File: config.mk
export PLATFORM = sky130hd
export DESIGN_NAME = cmp_sort_ctrl_flat
export DESIGN_NICKNAME = d
export VERILOG_FILES = /design/src/rtl/cmp_sort_ctrl_pkg.sv /design/src/rtl/cmp_sort_ctrl_if.sv /design/src/rtl/cmp_sort_ctrl_mag_cmp.sv /design/src/rtl/cmp_sort_ctrl.sv /design/src/flat_wrapper.sv
export SDC_FILE = /design/constraint.sdc
export NUM_CORES = 1
export LEC_CHECK = 0
export BUFFER_PORTS_ARGS = -buffer_cell sky130_fd_sc_hd__clkbuf_2
export CORE_UTILIZATION = 30
export CTS_CLUSTER_SIZE = 10
export DETAILED_ROUTE_END_ITERATION = 16
export REMOVE_ABC_BUFFERS = 1
export SKIP_CTS_REPAIR_TIMING = 1
export SLEW_MARGIN = 20
export SYNTH_ARGS = -nofsm -noshare
export SYNTH_HDL_FRONTEND = slang
export SYNTH_SLANG_ARGS = --single-unit
File: constraint.sdc
create_clock -name clk -period 3.3 [get_ports clk]
set_clock_uncertainty 0.15 [all_clocks]
set_input_delay 0.495 -clock clk [delete_from_list [all_inputs] [get_ports clk]]
set_output_delay 0.495 -clock clk [all_outputs]
set_load 0.1 [all_outputs]
File: src/rtl/cmp_sort_ctrl_pkg.sv
`default_nettype none
// ============================================================================
//  Module      : cmp_sort_ctrl_pkg
//  Description : Shared definitions for the sequential sort controller.
//                Holds the comparator result codes, the controller state
//                encoding and a saturating 8-bit increment helper.
//  Revision    : 1.0 - initial release
// ============================================================================
package cmp_sort_ctrl_pkg;

    // One-hot magnitude-comparator result codes (A = elem[idx], B = elem[idx+1])
    localparam logic [2:0] CMP_GT = 3'b100;
    localparam logic [2:0] CMP_EQ = 3'b010;
    localparam logic [2:0] CMP_LT = 3'b001;

    typedef enum logic [1:0] {
        IDLE = 2'd0,
        CMP  = 2'd1,
        DONE = 2'd2
    } state_t;

    // Swap counter stops at 255 instead of wrapping
    function automatic logic [7:0] sat_inc8(input logic [7:0] v);
        return (v == 8'hFF) ? v : v + 8'd1;
    endfunction

endpackage
`default_nettype wire

File: src/rtl/cmp_sort_ctrl_if.sv
`default_nettype none
// ============================================================================
//  Module      : cmp_sort_ctrl_if
//  Description : Host-side bundle of the sort controller.
//                start/din    : request and unsorted vector (host -> sorter)
//                busy/done    : status, done is a one-cycle pulse
//                dout/swap_cnt: sorted vector and swap count of last sort
//                master = host/loader, slave = sorter.
//  Revision    : 1.0 - initial release
// ============================================================================
interface cmp_sort_ctrl_if #(
    parameter int W = 4,
    parameter int N = 4
);
    logic           start;
    logic [N*W-1:0] din;
    logic           busy;
    logic           done;
    logic [N*W-1:0] dout;
    logic [7:0]     swap_cnt;

    modport master (
        output start, din,
        input  busy, done, dout, swap_cnt
    );

    modport slave (
        input  start, din,
        output busy, done, dout, swap_cnt
    );
endinterface
`default_nettype wire

File: src/rtl/cmp_sort_ctrl_mag_cmp.sv
`default_nettype none
// ============================================================================
//  Module      : mag_cmp
//  Description : Purely combinational unsigned magnitude comparator with a
//                one-hot result: GT / EQ / LT.
//                Ports: a, b (W-bit unsigned operands), res (3-bit one-hot).
//  Revision    : 1.0 - initial release
// ============================================================================
module mag_cmp
    import cmp_sort_ctrl_pkg::*;
#(
    parameter int W = 4
) (
    input  logic [W-1:0] a,
    input  logic [W-1:0] b,
    output logic [2:0]   res
);

    always_comb begin
        res = CMP_EQ;
        if (a > b) begin
            res = CMP_GT;
        end else if (a < b) begin
            res = CMP_LT;
        end
    end

endmodule
`default_nettype wire

File: src/rtl/cmp_sort_ctrl.sv
`default_nettype none
// ============================================================================
//  Module      : cmp_sort_ctrl
//  Description : Sequential bubble-sort controller. Loads N unsigned W-bit
//                elements on start, sorts them ascending with one compare per
//                clock on a single shared comparator, exits early on a pass
//                without swaps, then publishes dout/swap_cnt with a done pulse.
//                Ports: clk, rst_n (synchronous, active-low),
//                       bus (slave modport: start, din, busy, done, dout,
//                       swap_cnt).
//  Revision    : 1.0 - initial release
// ============================================================================
module cmp_sort_ctrl
    import cmp_sort_ctrl_pkg::*;
#(
    parameter int W = 4,
    parameter int N = 4
) (
    input  logic                 clk,
    input  logic                 rst_n,
    cmp_sort_ctrl_if.slave       bus
);

    localparam int            IW     = $clog2(N) + 1;
    localparam logic [IW-1:0] c_last = IW'(N - 2);

    state_t         r_state, w_state_nxt;
    logic [W-1:0]   r_elem      [N];
    logic [W-1:0]   w_elem_nxt  [N];
    logic [IW-1:0]  r_pass, w_pass_nxt;
    logic [IW-1:0]  r_idx, w_idx_nxt;
    logic           r_pass_swapped, w_pass_swapped_nxt;
    logic [7:0]     r_cnt, w_cnt_nxt;
    logic           r_busy, w_busy_nxt;
    logic           r_done, w_done_nxt;
    logic [N*W-1:0] r_dout, w_dout_nxt;
    logic [7:0]     r_swap_cnt, w_swap_cnt_nxt;

    logic [W-1:0]   w_a, w_b;
    logic [2:0]     w_cmp_res;
    logic           w_swap_now;

    // Select the adjacent pair at idx for the shared comparator
    always_comb begin
        w_a = '0;
        w_b = '0;
        for (int i = 0; i < N - 1; i++) begin
            if (r_idx == IW'(i)) begin
                w_a = r_elem[i];
                w_b = r_elem[i+1];
            end
        end
    end

    mag_cmp #(
        .W (W)
    ) u_mag_cmp (
        .a   (w_a),
        .b   (w_b),
        .res (w_cmp_res)
    );

    // Only strictly-greater swaps, so equal elements keep their order
    assign w_swap_now = (w_cmp_res == CMP_GT);

    always_ff @(posedge clk) begin
        if (!rst_n) begin
            r_state        <= IDLE;
            r_pass         <= '0;
            r_idx          <= '0;
            r_pass_swapped <= 1'b0;
            r_cnt          <= '0;
            r_busy         <= 1'b0;
            r_done         <= 1'b0;
            r_dout         <= '0;
            r_swap_cnt     <= '0;
            for (int i = 0; i < N; i++) begin
                r_elem[i] <= '0;
            end
        end else begin
            r_state        <= w_state_nxt;
            r_pass         <= w_pass_nxt;
            r_idx          <= w_idx_nxt;
            r_pass_swapped <= w_pass_swapped_nxt;
            r_cnt          <= w_cnt_nxt;
            r_busy         <= w_busy_nxt;
            r_done         <= w_done_nxt;
            r_dout         <= w_dout_nxt;
            r_swap_cnt     <= w_swap_cnt_nxt;
            r_elem         <= w_elem_nxt;
        end
    end

    always_comb begin
        w_state_nxt        = r_state;
        w_elem_nxt         = r_elem;
        w_pass_nxt         = r_pass;
        w_idx_nxt          = r_idx;
        w_pass_swapped_nxt = r_pass_swapped;
        w_cnt_nxt          = r_cnt;
        w_busy_nxt         = r_busy;
        w_done_nxt         = r_done;
        w_dout_nxt         = r_dout;
        w_swap_cnt_nxt     = r_swap_cnt;

        case (r_state)
            IDLE: begin
                if (bus.start) begin
                    for (int i = 0; i < N; i++) begin
                        w_elem_nxt[i] = bus.din[i*W +: W];
                    end
                    w_pass_nxt         = '0;
                    w_idx_nxt          = '0;
                    w_pass_swapped_nxt = 1'b0;
                    w_cnt_nxt          = '0;
                    w_busy_nxt         = 1'b1;
                    w_state_nxt        = CMP;
                end
            end

            CMP: begin
                if (w_swap_now) begin
                    for (int i = 0; i < N - 1; i++) begin
                        if (r_idx == IW'(i)) begin
                            w_elem_nxt[i]   = r_elem[i+1];
                            w_elem_nxt[i+1] = r_elem[i];
                        end
                    end
                    w_cnt_nxt          = sat_inc8(r_cnt);
                    w_pass_swapped_nxt = 1'b1;
                end

                // Pass p covers idx 0..N-2-p; the tail above it is already in place
                if (r_idx < (c_last - r_pass)) begin
                    w_idx_nxt = r_idx + IW'(1);
                end else if (!(r_pass_swapped || w_swap_now) || (r_pass == c_last)) begin
                    // Publish including this edge's swap, if any
                    for (int i = 0; i < N; i++) begin
                        w_dout_nxt[i*W +: W] = w_elem_nxt[i];
                    end
                    w_swap_cnt_nxt = w_cnt_nxt;
                    w_busy_nxt     = 1'b0;
                    w_done_nxt     = 1'b1;
                    w_state_nxt    = DONE;
                end else begin
                    w_pass_nxt         = r_pass + IW'(1);
                    w_idx_nxt          = '0;
                    w_pass_swapped_nxt = 1'b0;
                end
            end

            DONE: begin
                w_done_nxt  = 1'b0;
                w_state_nxt = IDLE;
            end

            default: begin
                w_state_nxt = IDLE;
            end
        endcase
    end

    assign bus.busy     = r_busy;
    assign bus.done     = r_done;
    assign bus.dout     = r_dout;
    assign bus.swap_cnt = r_swap_cnt;

endmodule
`default_nettype wire

File: src/flat_wrapper.sv
// flat-port wrapper written by rule: the top's interface ports become plain ports
module cmp_sort_ctrl_flat import cmp_sort_ctrl_pkg::*;
#(
    parameter int W = 4,
    parameter int N = 4
)
  (clk, rst_n, bus_start, bus_din, bus_busy, bus_done, bus_dout, bus_swap_cnt);
  cmp_sort_ctrl_if #(.W(W), .N(N)) bus_i ();
  input  logic clk;
  input  logic rst_n;
  input wire logic [$bits(bus_i.start)-1:0] bus_start;
  input wire logic [$bits(bus_i.din)-1:0] bus_din;
  output wire logic [$bits(bus_i.busy)-1:0] bus_busy;
  output wire logic [$bits(bus_i.done)-1:0] bus_done;
  output wire logic [$bits(bus_i.dout)-1:0] bus_dout;
  output wire logic [$bits(bus_i.swap_cnt)-1:0] bus_swap_cnt;
  assign bus_i.start = bus_start;
  assign bus_i.din = bus_din;
  assign bus_busy = bus_i.busy;
  assign bus_done = bus_i.done;
  assign bus_dout = bus_i.dout;
  assign bus_swap_cnt = bus_i.swap_cnt;
  cmp_sort_ctrl #(.W(W), .N(N)) u_core (.clk(clk), .rst_n(rst_n), .bus(bus_i));
endmodule
==> results of run 1 <==
## worst max-delay path: stages, from the launching register on
cell and delay [ps]:
dfxtp_1 330, buf_4 140, ha_1 250, buf_4 200, nor2b_2 70, a32oi_1 190
nand2_1 80, ha_1 330, and2b_1 210, o211a_1 300, o211ai_4 260, buf_4 210
nand2_1 120, a311oi_1 270
## state kept, by name, indices dropped and copies added (netlist names)
signal,count
u_core.bus.busy,1
u_core.bus.done,1
u_core.bus.dout,16
u_core.bus.swap_cnt,8
u_core.r_cnt,8
u_core.r_elem,16
u_core.r_idx,3
u_core.r_pass,3
u_core.r_pass_swapped,1
u_core.r_state,2
## cell type report
| type | instances | share of cell area, % |
|---|---|---|
| clock buffers | 12 | 5.477 |
| clock inverters | 4 | 1.550 |
| inverters | 10 | 0.8015 |
| multi-input cells | 336 | 50.28 |
| flip-flops and latches | 59 | 25.25 |
| well taps | 168 | 4.488 |
| repair buffers | 85 | 12.16 |
## cell families after synthesis
kind of cell / after synthesis
xor+xnor: 6
flops: 59
mux: 10
fa+ha+maj: 16
simple gates: 132
compound gates: 172
buf+inv: 47
## Yosys cell counts (3+ instances only)
master	n	share of area, %
nand2b_1	7	1.2
o21ai_0	35	4.7
o211a_1	3	0.81
a211oi_2	9	3.0
a221oi_1	5	1.2
nor3b_1	5	1.0
xnor2_1	6	1.4
a32oi_1	3	0.71
o31ai_1	5	1.0
inv_1	9	0.91
nand3_1	21	2.8
nor2b_1	4	0.67
a21oi_2	4	0.94
o22ai_1	9	1.5
nand2_1	51	5.1
nor2_1	13	1.3
dfxtp_1	59	32
o221a_1	3	0.91
buf_4	3	0.60
ha_1	16	5.4
a32o_1	5	1.3
mux2i_1	9	2.4
o21ai_1	3	0.40
clkbuf_1	18	1.8
nor3_1	7	0.94
a211oi_1	5	1.0
a311oi_1	7	1.6
buf_2	9	1.2
o21a_1	3	0.60
buf_6	5	1.5
nor4_1	3	0.50
a21oi_1	37	5.0
a221o_1	7	1.9
o211ai_1	9	1.8
and2_1	4	0.67
o2bb2ai_1	4	0.94
nand4_1	5	0.84
## layout by cell type, fill, tap and decap left out, drive strengths merged, types with 3 or more instances in the layout
master,n
o211a,3
a32o,5
o221a,5
nor4,3
and2,4
ha,16
inv,9
a21oi,41
xnor2,6
o2bb2ai,4
o31ai,5
a32oi,3
nor2b,4
o211ai,11
o21a,3
o22ai,9
mux2i,9
nand4,5
clkbuf,56
buf,41
nor3,8
nand2b,8
a311oi,9
dfxtp,59
nor2,13
a221oi,6
a211oi,15
nand3,21
nor3b,6
o21ai,40
a221o,7
nand2,51
## power by group through the flow
| stage | logic, mW | clock network [mW] | registers, mW |
|---|---|---|---|
| 3_3_place_gp | 1.98 | 0 | 0.893 |
| 5_1_grt | 2.25 | 1.07 | 0.888 |
| 6_report | 2.08 | 1.03 | 0.882 |
| 4_1_cts | 2.02 | 1.04 | 0.877 |
| 3_5_place_dp | 2.00 | 0 | 0.891 |
| 2_1_floorplan | 1.12 | 0 | 0.918 |
## metrics by stage
stage / instances / total power, mW / instance area [sq um] / worst slack (ps)
finish: 674 / 3.996 / 4683 / 120.5
global route: 674 / 4.209 / 4683 / -2.243
CTS: 673 / 3.937 / 4624 / -17.25
detailed placement: 657 / 2.895 / 4295 / 33.86
global placement: 657 / 2.873 / 4295 / 141.7
floorplan: 405 / 2.037 / 3523 / -643.4
## path summary, 6_finish.rpt
check / endpoint / start / slack (ps) / cells past startpoint
hold reg to reg: u_core.bus.swap_cnt[6]$_SDFFE_PN0P_ / u_core.bus.swap_cnt[6]$_SDFFE_PN0P_ / 330 / 2
setup reg to reg: u_core.r_idx[1]$_SDFFE_PN0P_ / u_core.r_idx[1]$_SDFFE_PN0P_ / 120 / 13
hold / removal: u_core.r_elem[4]$_SDFFE_PN0P_ / bus_din[8] / 320 / 3
setup / recovery: u_core.r_idx[1]$_SDFFE_PN0P_ / u_core.r_idx[1]$_SDFFE_PN0P_ / 120 / 13
## layer usage
| metal | vias to the layer above | wire length, microns | share of wire (%) |
|---|---|---|---|
| li1 | 1796 | - | - |
| met1 | 1787 | 5270 | 47 |
| met2 | 98 | 5273 | 47 |
| met3 | 18 | 521 | 4.6 |
| met4 | 0 | 201 | 1.8 |
| met5 | - | 0 | 0 |
==> results.sh, run 1 <==
export IMPL_cts_tree="built"
export IMPL_met2_usage_pct=30.31
export IMPL_synth_compound_area_share_pct=34.45
export IMPL_vias=3699
export IMPL_synthArstFlopShare_pct=0
export IMPL_grt_pass1_wl_microns=18490
export IMPL_drv_cap=0
export IMPL_worstMarginPinSlew_ps=860.8
export IMPL_cts_root_buffer="clkbuf_16"
export IMPL_postSynthAreaPerCell_sq_um=8.422
export IMPL_diodes=0
export IMPL_synth_seq_cells=59
export IMPL_seq_area_sq_um=1182
export IMPL_swShare_pct=40.99
export IMPL_hpwl_microns=8210
export IMPL_yosysWarnings=0
export IMPL_met3_usage_pct=3.454
export IMPL_synth_simple_gate_area_share_pct=17.95
export IMPL_hold_slack_ps=323.7
export IMPL_route_detailed_drc=0
export IMPL_antenna_found_initial=0
export IMPL_period_minus_slack_ps=3180
export IMPL_clock_power_share_pct=25.8
export IMPL_clk_pin_slew_worst_paths_ps=60
export IMPL_synth_cells=442
export IMPL_core_region_area_sq_um=12060
export IMPL_overflow=0
export IMPL_die_h_microns=113.4
export IMPL_power_frac_comb_pct=52.2
export IMPL_wl_per_cell_microns=16.72
export IMPL_p_int_mw=2.358
export IMPL_p_per_area_nw_per_um2=853.3
export IMPL_leakage_nw=1.724
export IMPL_syn_to_final_growth_pct=25.82
export IMPL_start_util_pct=30.86
export IMPL_vias_per_cell=5.488
export IMPL_synth_distinct_cells=61
export IMPL_final_util_pct=38.83
export IMPL_setup_viol=0
export IMPL_grt_max_degree=43
export IMPL_relSlewSlack_pct=42.61
export IMPL_synth_seq_area_share_pct=31.73
export IMPL_seqPwrFrac_pct=22.1
export IMPL_port_buffers=44
export IMPL_fin_crit_sh_pct=96.35
export IMPL_required_ps=3390
export IMPL_drtIter0Drc=273
export IMPL_synth_fa_ha_area_share_pct=5.378
export IMPL_synth_xor_area_share_pct=1.412
export IMPL_insertion_delay_ps=330
export IMPL_switchingPower_mw=1.638
export IMPL_rows=40
export IMPL_slew_violations=0
export IMPL_finalHoldViolCount=0
export IMPL_grt_pass1_vias=3612
export IMPL_final_nets=536
export IMPL_routed_wl_microns=11270
export IMPL_dr_pass1_iters=4
export IMPL_grt_busiest_layer="met2"
export IMPL_synth_top_family_by_area="compound AO/OA/AOI/OAI gates"
export IMPL_die_area_sq_um=12860
export IMPL_track_usage_pct=18.33
export IMPL_io_pins=45
export IMPL_startpoint_type="register"
export IMPL_synth_flop_cell="dfxtp_1"
export IMPL_place_gp_congestion=0.8115
export IMPL_cts_buffer_depth=2
export IMPL_multi_input_area_sq_um=2355
export IMPL_fillers=1204
export IMPL_worstHoldPathType="input port to register"
export IMPL_numCtsBuffers=9
export IMPL_arrival_ps=3270
export IMPL_synth_area_sq_um=3722
export IMPL_layout_drive_gt1_share_pct=27.27
export IMPL_cts_sinks=59
export IMPL_crit_type="register to register"
export IMPL_tns_ps=0
export IMPL_use_met1_pct=23.49
export IMPL_synth_area_mux_share_pct=2.723
export IMPL_vdd_drop_max_mv=0.3968
export IMPL_crit_path_max_fanout=9
export IMPL_die_width_microns=113.4
export IMPL_end_kind="register"
export IMPL_antenna_left=0
export IMPL_fmax_mhz=314.5
export IMPL_synth_edf_count=0
export IMPL_outcome="finished clean"
export IMPL_htreeDepth=3
No activity file was read; power rests on OpenSTA's default activity.
==> run 2, diff against run 1 <==
--- a/config.mk
+++ b/config.mk
@@ -17 +17,2 @@
 export SYNTH_SLANG_ARGS = --single-unit
+export TNS_END_PERCENT = 20
==> constraint.sdc (replaced) <==
create_clock -name clk -period 3.3 [get_ports clk]
set_clock_uncertainty 0.15 [all_clocks]
set_input_delay 0.33 -clock clk [delete_from_list [all_inputs] [get_ports clk]]
set_output_delay 0.33 -clock clk [all_outputs]
set_load 0.1 [all_outputs]
==> run 2 against run 1 <==
Net effect: first-iteration DRC count down 7.3%; clock power down 7%; die area did not move; critical path depth grew 2; critical path type unchanged; highest routed layer unchanged.
==> results.sh, run 2 (synthesis gave the netlist of run 1 again) <==
export IMPL_final_nets=539
export IMPL_cts_sinks=59
export IMPL_die_area_sq_um=12860
export IMPL_path_cells="inv_1 > ha_1 > nor3b_4 > buf_4 > a221o_1 > o21ai_0 > ha_1 > and4_1 > buf_4 > nand2b_2 > o211ai_4 > buf_4 > and2_4 > buf_4 > o221a_2"
export IMPL_crit_path_max_fanout=6
export IMPL_antenna_found_initial=0
export IMPL_drtIter0Drc=253
export IMPL_cts_tree="built"
export IMPL_vdd_drop_max_mv=0.4364
export IMPL_layout_drive_gt1_share_pct=28.29
export IMPL_overflow=0
export IMPL_crit_type="register to register"
export IMPL_end_kind="register"
export IMPL_die_h_microns=113.4
export IMPL_seqPwrFrac_pct=21.8
export IMPL_outcome="finished clean"
export IMPL_antenna_left=0
export IMPL_leakage_nw=1.733
export IMPL_start_util_pct=30.86
export IMPL_place_gp_congestion=0.8152
export IMPL_io_pins=45
export IMPL_finalHoldViolCount=0
export IMPL_drv_cap=0
export IMPL_wl_per_cell_microns=16.55
export IMPL_dr_pass1_iters=5
export IMPL_core_region_area_sq_um=12060
export IMPL_grt_pass1_wl_microns=18290
export IMPL_swShare_pct=41.28
export IMPL_arrival_ps=3240
export IMPL_layout_common_cells="dfxtp_1, nand2_1, clkbuf_2"
export IMPL_die_width_microns=113.4
export IMPL_p_int_mw=2.368
export IMPL_startpoint_type="register"
export IMPL_clk_pin_slew_worst_paths_ps=50
export IMPL_crit_top_cell="buf_4"
export IMPL_max_stage_delay_ps=340
export IMPL_route_detailed_drc=0
export IMPL_grt_max_degree=43
export IMPL_port_buffers=44
export IMPL_cts_buffer_depth=2
export IMPL_required_ps=3370
export IMPL_cts_root_buffer="clkbuf_16"
export IMPL_insertion_delay_ps=330
export IMPL_power_frac_comb_pct=54.3
export IMPL_htreeDepth=3
export IMPL_clock_power_share_pct=23.9
export IMPL_rows=40
export IMPL_fillers=1249
export IMPL_hpwl_microns=8122
export IMPL_period_minus_slack_ps=3161
export IMPL_diodes=0
export IMPL_vias_per_cell=5.399
export IMPL_setup_viol=0
export IMPL_worstHoldPathType="input port to register"
export IMPL_p_per_area_nw_per_um2=855.6
export IMPL_numCtsBuffers=9
export IMPL_rsz0062_at_grt="true"
export IMPL_slew_violations=0
export IMPL_vias=3655
export IMPL_routed_wl_microns=11200
export IMPL_tns_ps=0
export IMPL_worstMarginPinSlew_ps=851.9
export IMPL_fin_crit_sh_pct=95.78
export IMPL_switchingPower_mw=1.665
export IMPL_relSlewSlack_pct=43.20
export IMPL_worst_path_max_delay_cell="dfxtp_2"
export IMPL_track_usage_pct=18.37
export IMPL_grt_pass1_vias=3532
export IMPL_final_util_pct=39.08
export IMPL_layout_commonest_cell="dfxtp_1"
export IMPL_fmax_mhz=316.4
export IMPL_syn_to_final_growth_pct=26.62
-- run 2: worst max-delay path, delay by kind of cell (launching register included) --
family | cells | cell delay [ps]
compound gates | 4 | 750
fa+ha+maj | 2 | 490
buf+inv | 5 | 700
flops | 1 | 340
simple gates | 4 | 620
-- run 2: area by class of cell --
cell class	count	area, sq um	share of cell area [%]
Clock buffer	12	266.5	5.654
Sequential cell	59	1182	25.09
Multi-Input combinational cell	336	2380	50.49
Inverter	10	37.54	0.7964
Tap cell	168	210.2	4.460
Clock inverter	4	47.55	1.009
Timing Repair Buffer	88	589.3	12.50
-- run 2: routing by layer --
layer	track usage, %	up-vias	share of wire, %
li1	-	1806	-
met1	24.44	1748	47
met2	28.92	89	46
met3	3.879	12	5.4
met4	7.632	0	1.5
met5	0	-	0
-- run 2: path summary, 6_finish.rpt --
path / start / end / slack, ps / depth (start not counted)
hold reg to reg: u_core.bus.swap_cnt[7]$_SDFFE_PN0P_ / u_core.bus.swap_cnt[7]$_SDFFE_PN0P_ / 320 / 2
setup reg to reg: u_core.r_idx[0]$_SDFFE_PN0P_ / u_core.bus.dout[7]$_SDFFE_PN0P_ / 140 / 15
setup / recovery: u_core.r_idx[0]$_SDFFE_PN0P_ / u_core.bus.dout[7]$_SDFFE_PN0P_ / 140 / 15
hold / removal: bus_din[8] / u_core.r_elem[4]$_SDFFE_PN0P_ / 150 / 3
-- run 2: stage by stage --
step | power, mW | instance area (sq um) | setup WS, ps | cells | hold WS (ps)
3_3_place_gp | 2.871 | 4295 | 139.8 | 657 | 316.4
4_1_cts | 3.870 | 4609 | 37.22 | 673 | 148.2
5_1_grt | 4.267 | 4713 | -24.91 | 677 | 184.8
2_1_floorplan | 2.037 | 3523 | -643.4 | 405 | 297.6
6_report | 4.033 | 4713 | 139.3 | 677 | 151.4
3_5_place_dp | 2.893 | 4295 | 45.10 | 657 | 316.5
-- run 2: power by group through the flow --
stage	Sequential (mW)	Clock, mW	Combinational [mW]
after floorplan	0.918	0	1.12
after global placement	0.892	0	1.98
after detailed placement	0.890	0	2.00
after CTS	0.876	0.985	2.01
after global routing	0.888	1.01	2.37
final	0.880	0.962	2.19
==> run 3, diff against run 2 <==
- CELL_PAD_IN_SITES_DETAIL_PLACEMENT: default -> 2
- CELL_PAD_IN_SITES_GLOBAL_PLACEMENT: default -> 2
- MAX_ROUTING_LAYER: default -> met4
- PLACE_DENSITY_LB_ADDON: default -> 0.1
==> run 3 against run 2 <==
Net effect: sequential power hardly changed; fmax decreased by 1.7%; clock-buffer cell count up 2; sequential share of layout area is essentially flat; final cell count increased by 0.30%; first-iteration DRC count fell by 49%; setup slack worse by 54 ps; register-to-register slack worse by 50 ps; critical path depth is 2 lower; worst hold slack improved by 1.3 ps; critical endpoint is now u_core.bus.dout[13]$_SDFFE_PN0P_.
==> results.sh, run 3 (synthesis gave the netlist of run 1 again) <==
export IMPL_clk_pin_slew_worst_paths_ps=50
export IMPL_io_pins=45
export IMPL_cts_buffer_depth=2
export IMPL_fmax_mhz=311.1
export IMPL_period_minus_slack_ps=3214
export IMPL_p_per_area_nw_per_um2=851.5
export IMPL_startpoint_type="register"
export IMPL_cts_tree="built"
export IMPL_worstHoldPathType="input port to register"
export IMPL_route_detailed_drc=0
export IMPL_outcome="finished clean"
export IMPL_worst_path_buf_inv=3
export IMPL_layout_commonest_cell="dfxtp_1"
export IMPL_place_gp_congestion=0.8333
export IMPL_worst_path_max_delay_cell="o211ai_4"
export IMPL_diodes=0
export IMPL_crit_top_cell="buf_4"
export IMPL_syn_to_final_growth_pct=26.76
export IMPL_grt_pass1_wl_microns=21460
export IMPL_ff2ff_path_depth=13
export IMPL_grt_max_degree=43
export IMPL_final_util_pct=39.12
export IMPL_max_stage_delay_ps=360
export IMPL_dpl_cell_area_sq_um=4313
export IMPL_cts_sinks=59
export IMPL_leakage_nw=1.724
export IMPL_layout_common_cells="dfxtp_1, nand2_1, clkbuf_2"
export IMPL_routed_wl_microns=13530
export IMPL_slew_violations=0
export IMPL_grt_pass1_vias=3926
export IMPL_antenna_left=0
export IMPL_worstMarginPinSlew_ps=598.0
export IMPL_htreeDepth=3
export IMPL_layout_setup_ws_ps=85.55
export IMPL_path_cells="inv_1 > ha_2 > nor3b_4 > buf_4 > a221o_1 > o21ai_0 > ha_1 > a21oi_2 > nand2b_1 > o211ai_4 > and2_4 > buf_4 > a311oi_2"
export IMPL_finalHoldViolCount=0
export IMPL_cp_depth=13
export IMPL_numCtsBuffers=9
export IMPL_fillers=1366
export IMPL_stdcell_count=679
export IMPL_total_power_mw=4.018
export IMPL_wl_per_cell_microns=19.92
export IMPL_drv_cap=0
export IMPL_relSlewSlack_pct=60.09
export IMPL_final_nets=541
export IMPL_overflow=0
export IMPL_hpwl_microns=9884
export IMPL_die_h_microns=113.4
export IMPL_fin_crit_sh_pct=97.41
export IMPL_required_ps=3350
export IMPL_whs_path_depth=3
export IMPL_die_area_sq_um=12860
export IMPL_layout_drive_gt1_share_pct=28.77
export IMPL_rows=40
export IMPL_cts_root_buffer="clkbuf_16"
export IMPL_vias_per_cell=5.552
export IMPL_antenna_found_initial=0
export IMPL_crit_path_max_fanout=10
export IMPL_critPathTopFamily="compound AO/OA/AOI/OAI gates"
export IMPL_port_buffers=44
export IMPL_drtIter0Drc=129
export IMPL_crit_type="register to register"
export IMPL_setup_viol=0
export IMPL_arrival_ps=3270
export IMPL_place_inst=661
export IMPL_start_util_pct=30.86
export IMPL_dp_slack_ps=-130.6
export IMPL_core_region_area_sq_um=12060
export IMPL_die_width_microns=113.4
export IMPL_insertion_delay_ps=340
export IMPL_track_usage_pct=22.50
export IMPL_vias=3770
export IMPL_end_kind="register"
export IMPL_dr_pass1_iters=4
export IMPL_vdd_drop_max_mv=0.3520
export IMPL_fin_area_sq_um=4718
==> run 3: cell count changes in the layout (fill, tap and decap cells not counted), sizes merged <==
cell and delta:
clkinv -1, clkinvlp -1, buf +2, clkbuf +2
==> run 3: worst reg2reg max path: cells and delay by family (launching register included) <==
| kind | cells | cell delay [ps] |
|---|---|---|
| buf+inv | 3 | 430 |
| fa+ha+maj | 2 | 500 |
| flops | 1 | 340 |
| simple gates | 3 | 520 |
| compound gates | 5 | 1130 |
==> run 3: power breakdown <==
part           total (mW)  leakage, nW  switching, mW  internal, mW
Clock               0.939        0.141          0.335         0.604
Combinational        2.20         1.10           1.32         0.882
Sequential          0.879        0.479         0.0959         0.783
==> run 3: path summary, 6_finish.rpt <==
kind | from | to | slack [ps]
max | u_core.r_idx[0]$_SDFFE_PN0P_ | u_core.bus.dout[13]$_SDFFE_PN0P_ | 90
min | bus_din[10] | u_core.r_elem[6]$_SDFFE_PN0P_ | 150
max reg2reg | u_core.r_idx[0]$_SDFFE_PN0P_ | u_core.bus.dout[13]$_SDFFE_PN0P_ | 90
min reg2reg | u_core.bus.swap_cnt[6]$_SDFFE_PN0P_ | u_core.bus.swap_cnt[6]$_SDFFE_PN0P_ | 330
==> run 3: cell type report <==
cell class	instances	area [sq um]	share of cell area (%)
Timing Repair Buffer	90	598.1	12.68
Clock inverter	2	35.03	0.7425
Tap cell	168	210.2	4.455
Sequential cell	59	1182	25.06
Clock buffer	14	254.0	5.383
Multi-Input combinational cell	336	2401	50.89
Inverter	10	37.54	0.7955
==> run 3: through the flow <==
| stage | hold WS (ps) | setup TNS, ps |
|---|---|---|
| after floorplan | 297.6 | -13850 |
| after global placement | 306.8 | -64.26 |
| after detailed placement | 315.9 | -2318 |
| after CTS | 147.5 | -3454 |
| after global routing | 212.4 | -235.3 |
| final | 152.7 | 0 |
==> run 3: layer usage <==
metal,wire length (microns),global-route usage [%]
met3,312,3.348
met5,0,-
met2,6538,36.81
met1,6485,28.31
met4,191,7.895
